File: config.mk
export PLATFORM = sky130hd
export DESIGN_NAME = rr_arbiter8
export DESIGN_NICKNAME = d
export VERILOG_FILES = /design/src/rtl/rr_arbiter8_pkg.sv /design/src/rtl/rr_arbiter8_decoder.sv /design/src/rtl/rr_arbiter8.sv
export SDC_FILE = /design/constraint.sdc
export NUM_CORES = 1
export LEC_CHECK = 0
export BUFFER_PORTS_ARGS = -buffer_cell sky130_fd_sc_hd__buf_2
export CAP_MARGIN = 20
export CELL_PAD_IN_SITES_DETAIL_PLACEMENT = 0
export CELL_PAD_IN_SITES_GLOBAL_PLACEMENT = 1
export CORE_UTILIZATION = 44
export DETAILED_ROUTE_END_ITERATION = 6
export PLACE_DENSITY_LB_ADDON = 0.1
export SYNTH_ARGS = -nofsm -noshare
export SYNTH_HDL_FRONTEND = slang
export SYNTH_SLANG_ARGS = --single-unit
File: constraint.sdc
create_clock -name clk -period 4.77 [get_ports clk]
set_clock_uncertainty 0.1 [all_clocks]
set_input_delay 0 -clock clk [delete_from_list [all_inputs] [get_ports clk]]
set_output_delay 0 -clock clk [all_outputs]
set_load 0.1 [all_outputs]
File: src/rtl/rr_arbiter8_pkg.sv
// Shared definitions for the eight-way round-robin arbiter and its decoder.
package rr_arbiter8_pkg;

  localparam int unsigned N_REQ = 8;
  localparam int unsigned IDX_W = 3;

  typedef enum logic {
    IDLE,
    GRANT
  } state_t;

  typedef struct packed {
    logic             found;
    logic [IDX_W-1:0] idx;
  } pick_t;

endpackage

File: src/rtl/rr_arbiter8_decoder.sv
// Existing 3-to-8 binary decoder: Y is one-hot on I.
module decoder3to8
  import rr_arbiter8_pkg::*;
(
  input  logic [IDX_W-1:0] I,
  output logic [N_REQ-1:0] Y
);

  always_comb begin
    Y = '0;
    Y[I] = 1'b1;
  end

endmodule

File: src/rtl/rr_arbiter8.sv
// Round-robin arbiter for eight requesters with a per-grant hold limit;
// the granted index drives a shared 3-to-8 decoder.
module rr_arbiter8
  import rr_arbiter8_pkg::*;
#(
  parameter int unsigned HOLD_MAX = 16
) (
  input  logic             clk,
  input  logic             rst_n,
  input  logic [N_REQ-1:0] req,
  output logic [IDX_W-1:0] grant_idx,
  output logic             grant_valid,
  output logic [N_REQ-1:0] grant_onehot,
  output logic             timeout
);

  localparam int unsigned CNT_W = $clog2(HOLD_MAX + 1);

  state_t             state;
  logic [IDX_W-1:0]   ptr;
  logic [CNT_W-1:0]   hold_cnt;
  pick_t              win;
  logic [N_REQ-1:0]   dec_y;

  // First set bit at or after p, wrapping; the holder sits at ptr-1 so it is found last.
  function automatic pick_t rr_pick(input logic [N_REQ-1:0] r, input logic [IDX_W-1:0] p);
    pick_t            res;
    logic [IDX_W-1:0] k;
    res = '0;
    for (int unsigned n = 0; n < N_REQ; n++) begin
      k = p + IDX_W'(n);
      if (!res.found && r[k]) begin
        res.found = 1'b1;
        res.idx   = k;
      end
    end
    return res;
  endfunction

  always_comb win = rr_pick(req, ptr);

  always_ff @(posedge clk or negedge rst_n) begin
    if (!rst_n) begin
      state       <= IDLE;
      grant_idx   <= '0;
      grant_valid <= 1'b0;
      timeout     <= 1'b0;
      ptr         <= '0;
      hold_cnt    <= '0;
    end else begin
      timeout <= 1'b0;
      case (state)
        IDLE: begin
          if (win.found) begin
            state       <= GRANT;
            grant_idx   <= win.idx;
            grant_valid <= 1'b1;
            ptr         <= win.idx + IDX_W'(1);
            hold_cnt    <= CNT_W'(1);
          end
        end
        GRANT: begin
          if (!req[grant_idx]) begin
            if (win.found) begin
              grant_idx <= win.idx;
              ptr       <= win.idx + IDX_W'(1);
              hold_cnt  <= CNT_W'(1);
            end else begin
              state       <= IDLE;
              grant_valid <= 1'b0;
              hold_cnt    <= '0;
            end
          end else if (hold_cnt == CNT_W'(HOLD_MAX)) begin
            // Holder still requests, so win.found is guaranteed; a sole holder is regranted.
            timeout   <= 1'b1;
            grant_idx <= win.idx;
            ptr       <= win.idx + IDX_W'(1);
            hold_cnt  <= CNT_W'(1);
          end else begin
            hold_cnt <= hold_cnt + CNT_W'(1);
          end
        end
        default: begin
          state       <= IDLE;
          grant_valid <= 1'b0;
        end
      endcase
    end
  end

  decoder3to8 u_dec (
    .I (grant_idx),
    .Y (dec_y)
  );

  assign grant_onehot = grant_valid ? dec_y : '0;

endmodule
After elaboration in Yosys (flattened, before gate mapping)
Cells that the tools add are included.
{"block": "word_totals", "out_inout_bits": 13, "word_cells": 99, "input_bits": 10, "register_bits": 14}
{"block": "op_classes", "eq_ne": 5, "n_lt_le_gt_ge": 10, "muxes": 52, "reduce_logical": 16, "addsub": 9, "bitwise_logic": 1}
{"cell": "$lt 3x4->1 const B", "n": 9}
{"cell": "$mux 4", "n": 8}
{"cell": "$bmux 1 s3", "n": 9}
{"cell": "$mux 1", "n": 19}
{"cell": "$mux 3", "n": 6}
{"cell": "$mux 5", "n": 3}
{"cell": "$add 3x3->3 const B", "n": 4}
{"cell": "$pmux 3 s2", "n": 2}
{"cell": "$pmux 5 s2", "n": 1}
{"cell": "$logic_and 1x1->1", "n": 8}
{"cell": "$mux 8", "n": 1}
{"cell": "$logic_not 1->1", "n": 7}
{"cell": "$add 3x1->3 const B", "n": 2}
{"cell": "$add 3x2->3 const B", "n": 2}
{"cell": "$ne 2x2->1 const B", "n": 3}
{"cell": "$add 5x1->5 const B", "n": 1}
{"cell": "$eq 5x5->1 const B", "n": 1}
{"cell": "$pmux 1 s2", "n": 2}
{"cell": "$demux 1 s3", "n": 1}
{"cell": "$ge 3x1->1 const B", "n": 1}
{"cell": "$ne 3x2->1 const B", "n": 1}
{"cell": "$reduce_and 3->1", "n": 1}
{"cell": "$not 1->1", "n": 1}

Longest topological paths before layout
{"block": "logic_depth", "ltp_word": 28, "ltp_mapped": 18}

Hierarchy
A second synthesis with hierarchy kept.
{"block": "hier_totals", "cells_unflattened": 185, "area_unflattened_um2": 1774.2}
{"mod": "rr_arbiter8", "area_each_um2": 1709.1, "cells_each": 177, "n_inst": 1}
{"mod": "decoder3to8", "area_each_um2": 65.1, "cells_each": 8, "n_inst": 1}

Worst setup path after synthesis
OpenSTA, ideal clock, no wires.
{"block": "synth_path", "path_kind": "flip-flop to flip-flop", "start": "register ptr[0]", "end": "register ptr[2]", "t_arrival_ns": 3.737, "setup_ns": 0.140, "path_stages_with_launch": 19, "synth_period_minus_slack_ns": 3.978, "slack_ns": 0.792, "cell_sequence": "dfrtp_1 buf_6 clkinv_1 ha_1 clkbuf_1 buf_2 mux2i_1 mux2i_1 o221a_2 o31ai_1 a311oi_1 o21ai_0 ha_1 inv_1 nand2_1 nor2_1 a22o_1 a32oi_1 o311ai_2"}
{"block": "synth_via", "elab_chain_len": 28, "word_cells_on_any_way": 50, "classes_between": "add/sub: 8; mux: 28; reduce/logical: 14"}
{"item": "from (decl)", "line_no": "rr_arbiter8.sv:20", "source": "logic [IDX_W-1:0] ptr;"}
{"item": "from (signal assigned)", "line_no": "rr_arbiter8.sv:58", "source": "ptr <= win.idx + IDX_W'(1);"}
{"item": "from (signal assigned)", "line_no": "rr_arbiter8.sv:66", "source": "ptr <= win.idx + IDX_W'(1);"}
{"item": "from (signal assigned)", "line_no": "rr_arbiter8.sv:77", "source": "ptr <= win.idx + IDX_W'(1);"}
{"item": "branches (longest 23 deep; another with $add 3x1->3)"}
{"item": "$mux 4 (*)", "line_no": "rr_arbiter8.sv:32", "source": "if (!res.found && r[k]) begin"}
{"item": "$add 3x1->3", "line_no": "rr_arbiter8.sv:58, rr_arbiter8.sv:66, rr_arbiter8.sv:77"}
{"item": "$mux 3 (on tied branches)", "line_no": "rr_arbiter8.sv:54, rr_arbiter8.sv:64, rr_arbiter8.sv:73"}
{"item": "$mux 3", "line_no": "rr_arbiter8.sv:63", "source": "if (!req[grant_idx]) begin"}
{"item": "$pmux 3 s2 (*)", "line_no": "rr_arbiter8.sv:52", "source": "case (state)"}
Every way passes the cells marked *. The select of a mux whose other input is x is not followed.
A chain may end at the register's enable or synchronous reset.

Final worst setup path
{"block": "layout_path", "start": "register ptr[1]", "end": "register ptr[2]"}
The elaborated chain is that of the path after synthesis.

==> flow_summary.toml <==
[drt]
dr_drc_count = 0
wl_per_cell_um = 17.0
via_count = 1544
routed_via_density = 6.23
route.antenna.remaining_nets = 0
finalWirelength_um = 4230
iteration_0_drc_count_of_the_detailed_router = 105
drtPass1Iterations = 5

[synthesis]
yosys.area.top_type = "sky130_fd_sc_hd__dfrtp_1"
yosysTopAreaCellShare_pct = 21.5
synth_area_per_cell_sq_um = 9.11
yosys_most_used_dff = "sky130_fd_sc_hd__dfrtp_1"
ys_top_cells_by_area = "sky130_fd_sc_hd__dfrtp_1 (21%), sky130_fd_sc_hd__mux4_2 (12%), sky130_fd_sc_hd__mux2i_1 (8.0%)"
post_synth_num_cell_types = 49
synth.net_count = 194
ys_warn_count = 0
synth.cell_area_sq_mm = 0.00163
total_of_flip_flops_plus_latches_after_synthesis = 14
synth-seq-area-share_pct = 21.5
synthArstFlopShare_pct = 100
yosys.cell_count.top_type = "sky130_fd_sc_hd__nand2_1"
synth_edf_count = 0
synth_cell_count_leaders = "sky130_fd_sc_hd__nand2_1 (20), sky130_fd_sc_hd__nor2_1 (15), sky130_fd_sc_hd__dfrtp_1 (14), sky130_fd_sc_hd__mux2i_1 (13), sky130_fd_sc_hd__o21ai_0 (12)"
syn_inst_count = 179

[global_routing]
globalRouteOverflowTotal = 0
grt_pass1_vias = 1487
grt_max_degree = 20
grt_antenna_before_repair = 0
global_route_wire_length_before_repair_um = 7380
grtUsageTotal_pct = 23.4

[floorplan]
dieArea_sq_mm = 0.00396
die_width_um = 62.9
die_height_um = 62.9
floorplan.io_pins = 23
placementRows = 21
coreArea_sq_mm = 0.00344
initial_core_util_pct = 47.4

[job]
maxCapViolCount = 0

[timing]
finalCritPeriodShare_pct = 88.5
timing.final.setup_violations = 0
worst_slew_pin_slew_ns = 0.539
grt_setup_unrepaired = "false"
postLayoutSetupSlackWorst_ns = 0.548
finalCriticalPeriod_ns = 4.22
timing_max_transition_violations_final = 0
report.final.hold_viol_count = 0
fmaxAchievable_mhz = 237
fin_tns_setup_ns = 0
maxSlewHeadroom_pct = 64.1

[placed_design]
place.gp.congestion = 0.884
dpl_worst_slack_ns = 0.617
dp_hpwl_um = 3330
portBuffers = 22

[layout]
fillCellCount = 312
number_of_diodes_added_for_antenna_fixing = 0
area_overhead_of_the_layout_relative_to_synthesis_pct = 13.7
final_layout_size_suffix_gt1_share_pct = 23.8
multiInputGateArea_sq_mm = 0.00121
layout.core_utilization_pct = 53.9
final_nets = 218
register_area_sq_um = 350

[worst_setup_path]
cp_max_fo = 12
critical_path_required_ns = 4.78
timing.setup.critical_path_class = "register to register"
critical_path.startpoint_type = "register"
cp_capture_type = "register"
r2r_slack_ns = 0.55
r2r_start = "ptr[1]"
reg2reg_to = "ptr[2]"
worst_ep_arrival_time_ns = 4.23
worstRegToRegCells = 16

[cts]
clk_root_buffer_cell = "sky130_fd_sc_hd__clkbuf_8"
cts.sinks = 14
clk_pin_slew_ns = 0.06
htree_levels = 1
cts_setup_buffers = 0
cts-hold-fix-buffers = 1
cts-resized-gates = 0
clock_tree_buffer_depth = 2
clock_latency_ns = 0.24
tritoncts_clock_tree = "built"
cts_inserted_buffers = 3

[run_status]
run_status = "completed"

[hold_path]
holdCritPathClass = "input pin to asynchronous set/reset pin"
per-layer routing:
layer / track usage (%) / up-vias / wire length (um) / share of wire, %
met2: 37.2 / 61 / 1960 / 46
met3: 4.56 / 6 / 314 / 7.4
li1: - / 735 / - / -
met4: 3.49 / 0 / 29 / 0.69
met5: 0 / - / 0 / 0
met1: 33.4 / 742 / 1920 / 45
area by class of cell:
type | instances | share of cell area (%)
clock buffer | 4 | 2.97
inverter | 9 | 1.82
multi-input combinational | 148 | 65.1
timing repair buffer | 27 | 8.09
tap | 46 | 3.10
sequential | 14 | 18.9
worst max-delay path by stage:
stage,start,to,cells past startpoint
2_1_floorplan,ptr[0],ptr[2],18
3_3_place_gp,ptr[1],ptr[2],16
3_5_place_dp,ptr[1],ptr[2],16
4_1_cts,ptr[1],ptr[2],16
5_1_grt,ptr[1],ptr[2],16
6_report,ptr[1],ptr[2],16
per-stage QoR:
stage | cell area, sq um | cells | hold WS (ns)
global route | 1860 | 248 | 0.129
floorplan | 1630 | 179 | -0.396
CTS | 1860 | 248 | 0.0905
finish | 1860 | 248 | 0.0794
global placement | 1790 | 243 | -0.187
detailed placement | 1790 | 243 | -0.182
cell families after synthesis:
group	Yosys count	share of synthesized area, %
AND/OR/NAND/NOR	59	17.7
AO/OA/AOI/OAI	50	21.6
adder cells (fa/ha/maj)	5	3.83
multiplexers	29	28.2
XOR/XNOR	5	2.68
buffers and inverters	17	4.45
flip-flops	14	21.5
layout by cell type, fill, tap and decap left out, types with 5 or more instances in the layout:
cell type	n
sky130_fd_sc_hd__a22o_1	5
sky130_fd_sc_hd__ha_1	5
sky130_fd_sc_hd__nor2_1	15
sky130_fd_sc_hd__inv_1	8
sky130_fd_sc_hd__o21ai_0	12
sky130_fd_sc_hd__mux4_2	9
sky130_fd_sc_hd__nand2_1	20
sky130_fd_sc_hd__a21oi_1	7
sky130_fd_sc_hd__buf_2	22
sky130_fd_sc_hd__nand3_1	7
sky130_fd_sc_hd__mux2i_1	13
sky130_fd_sc_hd__dfrtp_1	14
critical path, cell delays in order (launching register included):
cell and delay [ns]:
sky130_fd_sc_hd__dfrtp_1 0.57, sky130_fd_sc_hd__inv_1 0.16, sky130_fd_sc_hd__ha_1 0.40, sky130_fd_sc_hd__buf_4 0.24, sky130_fd_sc_hd__mux2i_1 0.36, sky130_fd_sc_hd__mux2i_1 0.16, sky130_fd_sc_hd__o221a_2 0.33, sky130_fd_sc_hd__o31ai_1 0.49
sky130_fd_sc_hd__o211ai_1 0.21, sky130_fd_sc_hd__o21ai_0 0.13, sky130_fd_sc_hd__ha_1 0.18, sky130_fd_sc_hd__inv_1 0.08, sky130_fd_sc_hd__nand2_1 0.06, sky130_fd_sc_hd__nor2_1 0.04, sky130_fd_sc_hd__a22o_1 0.23, sky130_fd_sc_hd__a32oi_1 0.22
sky130_fd_sc_hd__o311ai_2 0.14
state kept, by name, summed over array words and instances (netlist names):
| signal | flops |
|---|---|
| ptr | 3 |
| timeout | 1 |
| hold_cnt | 5 |
| state | 1 |
| grant_idx | 3 |
| grant_valid | 1 |
Power is not shown: default switching activity piles up to over one toggle a cycle in this logic, so the estimate is an artifact.
